File: config.mk
export PLATFORM = sky130hd
export DESIGN_NAME = aes_result_serializer
export DESIGN_NICKNAME = d
export VERILOG_FILES = /design/src/rtl/aes_result_serializer_pkg.sv /design/src/rtl/aes_word_select.sv /design/src/rtl/aes_result_serializer.sv
export SDC_FILE = /design/constraint.sdc
export NUM_CORES = 1
export LEC_CHECK = 0
export BUFFER_PORTS_ARGS = -buffer_cell sky130_fd_sc_hd__buf_2
export CAP_MARGIN = 20
export CORE_UTILIZATION = 55
export CTS_CLUSTER_SIZE = 8
export DETAILED_ROUTE_END_ITERATION = 6
export PLACE_DENSITY_LB_ADDON = 0.15
export SLEW_MARGIN = 5
export SYNTH_ARGS = -nofsm -noshare
export SYNTH_HDL_FRONTEND = slang
export SYNTH_HIERARCHICAL = 1
export SYNTH_SLANG_ARGS = --single-unit
File: constraint.sdc
create_clock -name clk_i -period 30.7 [get_ports clk_i]
set_input_delay 3.07 -clock clk_i [delete_from_list [all_inputs] [get_ports clk_i]]
set_output_delay 3.07 -clock clk_i [all_outputs]
set_load 0.005 [all_outputs]
File: src/rtl/aes_result_serializer_pkg.sv
// Shared constants and helpers for the AES result serializer.
package aes_result_serializer_pkg;

   localparam int unsigned AES_BLK_W = 128;

   typedef enum logic [0:0] {
      ST_IDLE  = 1'b0,
      ST_DRAIN = 1'b1
   } rd_state_e;

   function automatic bit legal_word_w(input int unsigned word_w);
      return (word_w == 8) || (word_w == 16) || (word_w == 32) ||
             (word_w == 64) || (word_w == 128);
   endfunction

   // Bit offset of word number idx inside a block, honouring the drain order.
   function automatic int unsigned word_lsb(input int unsigned idx,
                                            input int unsigned word_w,
                                            input bit          msw_first);
      int unsigned n;
      n = AES_BLK_W / word_w;
      return msw_first ? (n - 1 - idx) * word_w : idx * word_w;
   endfunction

endpackage

File: src/rtl/aes_word_select.sv
// N:1 word mux over a 128-bit block; output forced to zero when not valid.
module aes_word_select
   import aes_result_serializer_pkg::*;
#(
   parameter int unsigned WORD_W    = 32,
   parameter bit          MSW_FIRST = 1'b1,
   parameter int unsigned CNT_W     = 2
) (
   input  logic [AES_BLK_W-1:0] blk_i,
   input  logic [CNT_W-1:0]     idx_i,
   input  logic                 valid_i,
   output logic [WORD_W-1:0]    word_o
);

   localparam int unsigned N = AES_BLK_W / WORD_W;

   always_comb begin
      word_o = '0;
      for (int unsigned i = 0; i < N; i++) begin
         if (valid_i && (idx_i == CNT_W'(i))) begin
            word_o = blk_i[word_lsb(i, WORD_W, MSW_FIRST) +: WORD_W];
         end
      end
   end

endmodule

File: src/rtl/aes_result_serializer.sv
// Buffers unmasked AES result blocks and drains them as words over valid/ready,
// zeroizing each slot once drained and wiping everything on key destruction.
module aes_result_serializer
   import aes_result_serializer_pkg::*;
#(
   parameter int unsigned WORD_W    = 32,
   parameter int unsigned DEPTH     = 2,
   parameter bit          MSW_FIRST = 1'b1
) (
   input  logic                 clk_i,
   input  logic                 srst_i,
   input  logic                 res_valid_i,
   input  logic [AES_BLK_W-1:0] res_data_i,
   input  logic                 destruct_i,
   output logic [WORD_W-1:0]    word_o,
   output logic                 word_valid_o,
   input  logic                 word_ready_i,
   output logic                 word_last_o,
   output logic                 full_o,
   output logic                 overflow_o
);

   localparam int unsigned N     = AES_BLK_W / WORD_W;
   localparam int unsigned CNT_W = (N > 1) ? $clog2(N) : 1;
   localparam int unsigned PTR_W = (DEPTH > 1) ? $clog2(DEPTH) : 1;
   localparam int unsigned OCC_W = $clog2(DEPTH + 1);

   if (!legal_word_w(WORD_W)) begin : g_bad_word_w
      $error("aes_result_serializer: WORD_W must divide 128 (8/16/32/64/128)");
   end
   if ((DEPTH == 0) || ((DEPTH & (DEPTH - 1)) != 0)) begin : g_bad_depth
      $error("aes_result_serializer: DEPTH must be a power of two >= 1");
   end

   logic [AES_BLK_W-1:0] slot_q [DEPTH];
   logic [PTR_W-1:0]     wr_ptr_q, rd_ptr_q;
   logic [CNT_W-1:0]     cnt_q;
   logic [OCC_W-1:0]     occ_q, occ_d;
   logic                 overflow_q;
   rd_state_e            state_q, state_d;

   logic word_valid, full, last_word, xfer, pop_last, push, drop;

   function automatic logic [PTR_W-1:0] ptr_inc(input logic [PTR_W-1:0] p);
      return (p == PTR_W'(DEPTH - 1)) ? '0 : p + PTR_W'(1);
   endfunction

   // A last-word pop frees its slot in the same cycle, so a capture is still accepted.
   assign full      = (occ_q == OCC_W'(DEPTH));
   assign last_word = (cnt_q == CNT_W'(N - 1));
   assign xfer      = word_valid & word_ready_i;
   assign pop_last  = xfer & last_word;
   assign push      = res_valid_i & (~full | pop_last) & ~destruct_i;
   assign drop      = res_valid_i & full & ~pop_last & ~destruct_i;

   always_comb begin
      occ_d = occ_q;
      case ({push, pop_last})
         2'b10:   occ_d = occ_q + OCC_W'(1);
         2'b01:   occ_d = occ_q - OCC_W'(1);
         default: occ_d = occ_q;
      endcase
   end

   // Read-side FSM: state register
   always_ff @(posedge clk_i) begin
      if (srst_i) state_q <= ST_IDLE;
      else        state_q <= state_d;
   end

   // Read-side FSM: next state
   always_comb begin
      state_d = state_q;
      if (destruct_i) begin
         state_d = ST_IDLE;
      end else begin
         case (state_q)
            ST_IDLE:  if (push) state_d = ST_DRAIN;
            ST_DRAIN: if (pop_last && (occ_q == OCC_W'(1)) && !push) state_d = ST_IDLE;
            default:  state_d = ST_IDLE;
         endcase
      end
   end

   // Read-side FSM: outputs
   always_comb begin
      word_valid = 1'b0;
      if (state_q == ST_DRAIN) word_valid = 1'b1;
   end

   // Slot array, pointers, word counter and sticky overflow
   always_ff @(posedge clk_i) begin
      if (srst_i) begin
         for (int unsigned i = 0; i < DEPTH; i++) slot_q[i] <= '0;
         wr_ptr_q   <= '0;
         rd_ptr_q   <= '0;
         cnt_q      <= '0;
         occ_q      <= '0;
         overflow_q <= 1'b0;
      end else if (destruct_i) begin
         for (int unsigned i = 0; i < DEPTH; i++) slot_q[i] <= '0;
         wr_ptr_q <= '0;
         rd_ptr_q <= '0;
         cnt_q    <= '0;
         occ_q    <= '0;
      end else begin
         // Zeroize before the capture so a same-slot write wins when full.
         if (pop_last) begin
            slot_q[rd_ptr_q] <= '0;
            rd_ptr_q         <= ptr_inc(rd_ptr_q);
         end
         if (push) begin
            slot_q[wr_ptr_q] <= res_data_i;
            wr_ptr_q         <= ptr_inc(wr_ptr_q);
         end
         if (xfer) cnt_q <= last_word ? '0 : cnt_q + CNT_W'(1);
         occ_q <= occ_d;
         if (drop) overflow_q <= 1'b1;
      end
   end

   aes_word_select #(
      .WORD_W    (WORD_W),
      .MSW_FIRST (MSW_FIRST),
      .CNT_W     (CNT_W)
   ) u_word_select (
      .blk_i   (slot_q[rd_ptr_q]),
      .idx_i   (cnt_q),
      .valid_i (word_valid),
      .word_o  (word_o)
   );

   assign word_valid_o = word_valid;
   assign word_last_o  = word_valid & last_word;
   assign full_o       = full;
   assign overflow_o   = overflow_q;

endmodule
# [Word level (Yosys, flattened, before mapping)]
# Memories as Yosys holds them, arrays and structs flattened. A register that Yosys moved wholly into a read port is not among the register bits.
# Index checks and enable logic that the tools add are counted.
[op_classes] order_cmp=0 n_mul=0 bitwise_logic=15 eq_ne=7 n_mux=34 reduce_logical=13 n_addsub=5 div_mod_pow=0 shift=0
[ops] op="$mux W128" n=4
[ops] op="$reduce_or A128 Y1" n=2
[ops] op="$mux W32" n=4
[ops] op="$mux W1" n=23
[ops] op="$and A1 B1 Y1" n=8
[ops] op="$eq A2 B2 Y1 const B" n=4
[ops] op="$eq A2 B1 Y1 const B" n=3
[ops] op="$logic_and A1 B1 Y1" n=6
[ops] op="$add A2 B1 Y2 const B" n=2
[ops] op="$not A1 Y1" n=4
[ops] op="$pmux W2 S2" n=1
[ops] op="$or A1 B1 Y1" n=3
[ops] op="$add A1 B1 Y1 const B" n=2
[ops] op="$logic_not A2 Y1" n=1
[ops] op="$mux W2" n=1
[ops] op="$pmux W1 S2" n=1
[ops] op="$reduce_and A2 Y1" n=1
[ops] op="$reduce_bool A2 Y1" n=1
[ops] op="$reduce_or A2 Y1" n=1
[ops] op="$sub A2 B1 Y2 const B" n=1
[ops] op="$logic_not A1 Y1" n=1
[word_totals] input_bits=133 ram_bits=256 rom_bits=0 n_memories=1 latch_bits=0 register_bits=8
[mem_list] memory="slot_q" depth=2 width=128 rd=1 rd_ports_with_merged_regs=1 write_ports=2 line="aes_result_serializer.sv:35" text="logic [AES_BLK_W-1:0] slot_q [DEPTH];"

# [Depth between registers and ports, before layout]
# Gate-level depths: netlist (run 1).
[logic_depth] word_depth=12 mapped_depth=9 depth_no_buf=8

# [By module]
# Netlist (run 1), hierarchy kept.
[modules_own_cells] module="aes_result_serializer" instances=1 area_per_inst_um2=11431.0 cells_per_inst=750
[modules_own_cells] module="aes_word_select" instances=1 area_per_inst_um2=1022.2 cells_per_inst=111

# [Least setup slack after synthesis (run 1)]
# OpenSTA, ideal clock, no wires.
[synth_path] path_type="input port to flip-flop" start="in destruct_i" end="mem slot_q[1][0], enable pin" n_path_buf=1 setup_ns=0.792 cell_stages=5 t_arrival_ns=12.675 required_ns=29.908 slack_ns=17.233 cell_sequence="nand2b_1 a21oi_2 clkbuf_1 inv_1 o21ai_0"
[synth_lines] element="from (decl)" line="aes_result_serializer.sv:14" text="input logic destruct_i,"
[synth_lines] element="to (decl)" line="aes_result_serializer.sv:35"

==> results of run 1 <==
==> final cells by class <==
class | count | share of cell area (%)
flip-flops and latches | 265 | 54.3
multi-input cells | 520 | 29.0
clock buffers | 57 | 7.49
repair buffers | 179 | 6.50
well taps | 280 | 2.42
inverters | 6 | 0.155
diodes | 5 | 0.0863
clock inverters | 1 | 0.0604
==> layer usage <==
metal  up-vias  part of all wire (%)  global-route usage (%)
met4         6                   2.1                    7.89
met2       252                    47                    38.5
met5         -                  0.16                       0
met3        50                   7.0                    4.72
li1       3514                     -                       -
met1      3782                    44                    34.0
==> final timing paths <==
path	cells after the start	start	end
setup reg to reg	7	cnt_q[0]$_SDFFE_PP0P_	slot_q[1][10]$_SDFFCE_PN0P_
hold reg to reg	2	overflow_o$_SDFFE_PP0P_	overflow_o$_SDFFE_PP0P_
setup / recovery	7	word_ready_i	slot_q[1][10]$_SDFFCE_PN0P_
hold / removal	2	overflow_o$_SDFFE_PP0P_	overflow_o$_SDFFE_PP0P_
==> worst reg2reg max path: cells and delay by family, from the launching register on <==
family                   cells  cell delay [ps]
AO/OA/AOI/OAI                2             1030
adder cells (fa/ha/maj)      1              310
flip-flops                   1              750
buffers and inverters        3             1860
AND/OR/NAND/NOR              1              190
==> state kept, by name (all words and copies together) (netlist names), named ones only <==
register	flops
state_q	1
occ_q	2
overflow_o	1
cnt_q	2
slot_q	256
rd_ptr_q	1
wr_ptr_q	1
==> cells in the mapped netlist (2+ instances only) <==
cell type / instances / share of area (%)
a21oi_1: 3 / 0.12
and2_1: 129 / 6.5
and3_1: 128 / 6.4
buf_1: 2 / 0.060
buf_12: 3 / 0.48
buf_2: 14 / 0.56
buf_4: 2 / 0.12
buf_6: 2 / 0.18
buf_8: 3 / 0.36
clkbuf_1: 42 / 1.3
clkbuf_8: 2 / 0.22
dfxtp_1: 9 / 1.4
edfxtp_1: 256 / 62
ha_1: 4 / 0.40
inv_1: 6 / 0.18
mux2_2: 128 / 12
mux2i_1: 65 / 5.2
nand2_1: 4 / 0.12
nand3_1: 2 / 0.080
nor2_1: 8 / 0.24
o21ai_0: 2 / 0.080
o22ai_1: 32 / 1.6
xnor2_1: 2 / 0.14
xor2_1: 2 / 0.14
==> through the flow <==
stage	cells	hold slack (ps)
after floorplan	861	461
after global placement	1249	458
after detailed placement	1249	468
after CTS	1307	480
after global routing	1312	500
final	1313	473
==> cells in the final DEF (no fill, tap or decap), types with 2 or more instances in the layout <==
master and n:
a21oi_1 3, ha_1 4, dfxtp_4 2, nand2_1 4, xor2_1 2, edfxtp_1 256, buf_4 10, mux2i_1 65
xnor2_1 2, clkbuf_1 16, and3_1 128, and2_1 129, clkbuf_16 41, nand3_1 2, buf_2 168, diode_2 5
mux2_2 128, o22ai_1 32, inv_1 6, nor2_1 7, dfxtp_1 7
==> logic make-up (layout without fill, tap and decap cells) <==
| group | Yosys count | after routing | synth area share [%] |
|---|---|---|---|
| mux | 193 | 193 | 16.8 |
| compound gates | 42 | 42 | 2.19 |
| fa+ha+maj | 4 | 4 | 0.402 |
| flops | 265 | 265 | 63.2 |
| other cells | 0 | 5 | 0 |
| buf+inv | 76 | 243 | 3.44 |
| simple gates | 277 | 277 | 13.7 |
| xor+xnor | 4 | 4 | 0.281 |
==> power by group through the flow <==
stage | Sequential, uW | Clock, uW | Combinational (uW)
after global routing | 424 | 406 | 54.8
after detailed placement | 429 | 0 | 50.4
final | 423 | 386 | 50.3
after floorplan | 431 | 0 | 29.3
after CTS | 423 | 390 | 50.8
after global placement | 428 | 0 | 49.8
==> results by group, run 1 <==
Status
  – Outcome: finished, violations left
  – Failing checks: DRC

CTS
  – Maximum root-to-sink buffer count: 3
  – Setup Buffers After CTS: 0
  – Clock buffers created by TritonCTS: 39
  – Clock transition at the register clock pins on the worst setup and hold paths after CTS: roughly 50 ps
  – Worst skew pair latency: 510 ps
  – H-Tree Level Count: 2
  – CTS tree: done
  – Number of instances resized during post-cts repair: 0
  – Clk sinks: 265
  – Root buf cell: clkbuf_16
  – Number of hold buffers added after CTS: 0

Yosys
  – Sequential fraction of the synthesis area: 63.2%
  – Number of synthesized flops with an enable pin: ~260
  – Count of synthesis-stage warnings from yosys: 6
  – Leading register cell type out of synthesis: edfxtp_1
  – Cell variety after synth: 35
  – Post-synthesis instance area: 0.0125 mm2
  – Syn Area/Cell: between 10 and 15 um2
  – Post-Synthesis Cells: ~860
  – Proportion of register bits with asynchronous set or reset after synthesis: 0%
  – Synthesized net count: 998
  – Flops & latches, synth: around 270

Power
  – Worst IR Drop VDD: 0.0445 mV
  – Internal power: 680 uW
  – PnR Total Power: 859 uW
  – Share of total power in the clock network: 44.9%
  – Power share of the sequential group: 49.2%
  – Psw: 179 uW
  – Power per cell area: just under 60 mW/mm2
  – Switching power share of the total: 20.9%
  – Comb power frac: 5.9%
  – Leakage: between 0.006 and 0.007 uW

Setup path
  – Worst path most repeated cell: buf_4
  – Nature of the critical path endpoint: register
  – Worst-path cell chain: buf_2 > nand3_2 > a21oi_4 > inv_1 > o21ai_4 > buf_4 > buf_4
  – Worst path required time: 30810 ps
  – Crit start category: input port
  – Category of the critical setup timing path: input port to register
  – CP delay by family, top: buffers and inverters
  – Critical path data arrival time: 6290 ps
  – Register-to-register setup slack: around 26000 ps
  – Maximum single-stage delay on the critical path: 910 ps
  – Critical Path Slowest Stage Cell: buf_4
  – Biggest fanout along the worst timing path: 74
  – Count of buffer and inverter cells on the critical path: 4

Global route
  – Wire length of the first global-routing pass: around 43000 um
  – Sum of overflow across all layers after global routing: 0
  – Largest net degree at the start of global routing: between 90 and 100
  – Vias in the first global route: about 7500
  – Number of antenna violations at the first check in global routing: 8
  – Total Routing Usage GR: approximately a quarter

Finish
  – Total area of multi-input combinational cells: 0.00421 mm2
  – Final cell utilization of the core: between 60% and 70%
  – Ratio of cells with drive above 1 in the final layout: 34.9%
  – Final-stage net count: roughly 1100
  – Sequential cell area: 0.00788 mm2
  – Area growth from synthesis to layout: 16.5%
  – Number of filler instances in the final layout: approximately 1700
  – Final cell area excluding filler cells: between 0.01 and 0.015 mm2

Run
  – # Max-Cap Violations: 0

Routing
  – Post-route ant nets: 0
  – Post-DR wirelength/cell: 21.2 um
  – Starting DRC count in detailed routing: between 500 and 600
  – Total detailed-routing wirelength: roughly 28000 um
  – Vias per cell: 5.79
  – Via count: 7604
  – Drt pass-1 iters: 7
  – Drt drc: 22

Floorplanning
  – Area of the placeable core: 0.0220 mm2
  – Rows: 54
  – Initial core utilization: 56.5%
  – Width of the die: 152 um
  – Die outline area: roughly 0.023 mm2
  – Height of the die: between 150 and 200 um
  – I/O Pins: ~170

Timing
  – Setup repair after global routing missed its margin: no
  – Count of pins over their slew limit: 0
  – Final Hold Fails: 0
  – Minimum setup slack in the final design: 24530 ps
  – Aggregate negative setup slack: 0 ps
  – Fraction of the cycle the final worst path needs: roughly a fifth
  – Final worst path period need: 6170 ps
  – Final count of negative-setup-slack endpoints: 0
  – Worst rel slew slack: 27.9%
  – Clock Skew: 19.9 ps
  – Measured slew at the worst slew-check pin: 1080 ps
  – Fmax achieved: 162 MHz

Placement
  – Port Buffer Count: 168
  – Total placed instance area: 0.0134 mm2
  – Final weighted congestion of routability-driven global placement: 0.799
  – Pre-CTS WS: 23990 ps
  – Final HPWL DP: about 16000 um

Min path
  – Classification of the worst-slack hold path: register to register
No activity file was read; power rests on OpenSTA's default activity.
==> run 2, diff against run 1 <==
==> constraint.sdc (replaced) <==
create_clock -name clk_i -period 5.7 [get_ports clk_i]
set_input_delay 0.57 -clock clk_i [delete_from_list [all_inputs] [get_ports clk_i]]
set_output_delay 0.57 -clock clk_i [all_outputs]
set_load 0.005 [all_outputs]
==> results by group, run 2 (synthesized netlist as in run 1, its figures left out) <==
Timing
  – Fmax achieved: 283 MHz
  – Setup repair after global routing missed its margin: no (unchanged)
  – Count of pins over their slew limit: 0 (unchanged)
  – Clock Skew: 14.5 ps (was 19.9 ps)
  – Aggregate negative setup slack: 0 ps (unchanged)
  – Final Hold Fails: 0 (unchanged)
  – Measured slew at the worst slew-check pin: 1060 ps (was 1080 ps)
  – Final worst path period need: around 3500 ps
  – Worst rel slew slack: 29.7% (was 27.9%)
  – Fraction of the cycle the final worst path needs: 61.9%
  – Minimum setup slack in the final design: 2170 ps (was 24530 ps)
  – Final count of negative-setup-slack endpoints: 0 (unchanged)

Setup path
  – Category of the critical setup timing path: register to register (was input port to register)
  – Crit start category: register (was input port)
  – Critical path data arrival time: 3660 ps (was 6290 ps)
  – R2R cell count: 5 (was 7)
  – Nature of the critical path endpoint: register (unchanged)
  – Biggest fanout along the worst timing path: 50 (was 74)
  – Worst path required time: 5830 ps (was 30810 ps)

CTS
  – Worst skew pair latency: 510 ps (about the same)
  – Clock transition at the register clock pins on the worst setup and hold paths after CTS: 50 ps (about the same)
  – Clk sinks: 265 (unchanged)
  – Clock buffers created by TritonCTS: 39 (unchanged)
  – CTS tree: done (unchanged)
  – Maximum root-to-sink buffer count: 3 (unchanged)
  – Number of hold buffers added after CTS: 0 (unchanged)
  – Setup Buffers After CTS: 0 (unchanged)
  – Number of instances resized during post-cts repair: 0 (unchanged)
  – Root buf cell: clkbuf_16 (unchanged)
  – H-Tree Level Count: 2 (unchanged)

Floorplanning
  – Area of the placeable core: 0.0220 mm2 (unchanged)
  – Height of the die: 152 um (unchanged)
  – Rows: 54 (unchanged)
  – Initial core utilization: 56.5% (unchanged)
  – I/O Pins: 169 (unchanged)
  – Die outline area: 0.0232 mm2 (unchanged)
  – Width of the die: 152 um (unchanged)

Global route
  – Largest net degree at the start of global routing: 112 (was 95)
  – Sum of overflow across all layers after global routing: 0 (unchanged)
  – Wire length of the first global-routing pass: 42100 um (was 43000 um)
  – Total Routing Usage GR: 23.7% (was 24.3%)
  – Number of antenna violations at the first check in global routing: 4 (was 8)
  – Vias in the first global route: 7613 (was 7484)

Min path
  – Worst Hold Depth: 2 (unchanged)
  – Classification of the worst-slack hold path: input port to register (was register to register)

Power
  – PnR Total Power: 4580 uW (was 859 uW)
  – Leakage: 0.00621 uW (was 0.00619 uW)
  – Worst IR Drop VDD: 0.240 mV (was 0.0445 mV)
  – Power per cell area: 316 mW/mm2 (was 59.2 mW/mm2)

Run
  – # Max-Cap Violations: 0 (unchanged)

Routing
  – Via count: 7524 (was 7604)
  – Post-DR wirelength/cell: 20.9 um (was 21.2 um)
  – Drt drc: 26 (was 22)
  – Starting DRC count in detailed routing: 428 (was 552)
  – Vias per cell: 5.77 (was 5.79)
  – Total detailed-routing wirelength: 27300 um (was 27900 um)
  – Drt pass-1 iters: 7 (unchanged)
  – Post-route ant nets: 0 (unchanged)

Finish
  – Area growth from synthesis to layout: 16.5% (about the same)
  – Top flop regs: slot_q: 256 flops, cnt_q: 2 flops, occ_q: 2 flops (unchanged)
  – Final cell utilization of the core: 65.9% (was 65.8%)
  – Final-stage net count: 1150 (was 1148)
  – Max reg flops: 256 (unchanged)
  – Commonest non-fill, non-tap cells in the layout: 256 x edfxtp_1, 168 x buf_2, 129 x and2_1, 128 x mux2_2, 128 x and3_1 (unchanged)
  – Most common library cell in the layout ignoring fill and taps: edfxtp_1 (unchanged)
  – Most flop-heavy register: slot_q (unchanged)
  – Ratio of cells with drive above 1 in the final layout: 35.3% (was 34.9%)
  – Number of filler instances in the final layout: 1624 (was 1665)

Placement
  – Pre-CTS WS: 2170 ps (was 23990 ps)
  – Final HPWL DP: 16000 um (was 15900 um)
  – Port Buffer Count: 168 (unchanged)
  – Final weighted congestion of routability-driven global placement: 0.765 (was 0.799)

Status
  – Outcome: finished, violations left (unchanged)
  – Failing checks: DRC (unchanged)
## run 2: changes by cell type in the layout (fill, tap and decap cells not counted), sizes merged
cell,change
clkbuf,-8
diode,-3
buf,+2
## run 2: worst paths after layout
check	from	to	slack, ps
worst max-delay path	cnt_q[0]$_SDFFE_PP0P_	slot_q[0][50]$_SDFFCE_PN0P_	2170
worst min-delay path	srst_i	overflow_o$_SDFFE_PP0P_	330
worst max register to register	cnt_q[0]$_SDFFE_PP0P_	slot_q[0][50]$_SDFFCE_PN0P_	2170
worst min register to register	overflow_o$_SDFFE_PP0P_	overflow_o$_SDFFE_PP0P_	470
## run 2: layer usage
layer	up-vias	wire length [um]	track usage (%)
li1	3506	-	-
met1	3744	11900	32.3
met2	219	13100	39.0
met3	51	1750	4.81
met4	4	481	6.40
met5	-	23	0
## run 2: per-stage QoR
stage	hold WS [ps]	instance area [um2]	cells
2_1_floorplan	461	12500	861
3_3_place_gp	459	13400	1252
3_5_place_dp	456	13400	1252
4_1_cts	315	14500	1302
5_1_grt	339	14500	1302
6_report	326	14500	1304
## run 2: power breakdown
group	total, uW	switching, uW	internal [uW]
Sequential	2280	27.1	2250
Clock	2030	755	1270
Combinational	277	158	119
Total	4580	940	3640
## run 2: final cells by class
class | instances | area (um2) | area share [%]
Timing Repair Buffer | 181 | 988 | 6.81
Tap cell | 280 | 350 | 2.41
Multi-Input combinational cell | 520 | 4210 | 29.0
Clock inverter | 1 | 8.76 | 0.0604
Clock buffer | 49 | 1060 | 7.28
Sequential cell | 265 | 7880 | 54.3
Inverter | 6 | 22.5 | 0.155
Antenna cell | 2 | 5.00 | 0.0345
## run 2: worst max-delay path, cell delays in order (launching register included)
cell and delay, ps:
dfxtp_4 850, ha_1 320, nand3_2 180, a21oi_4 470, a211o_4 670, buf_4 600
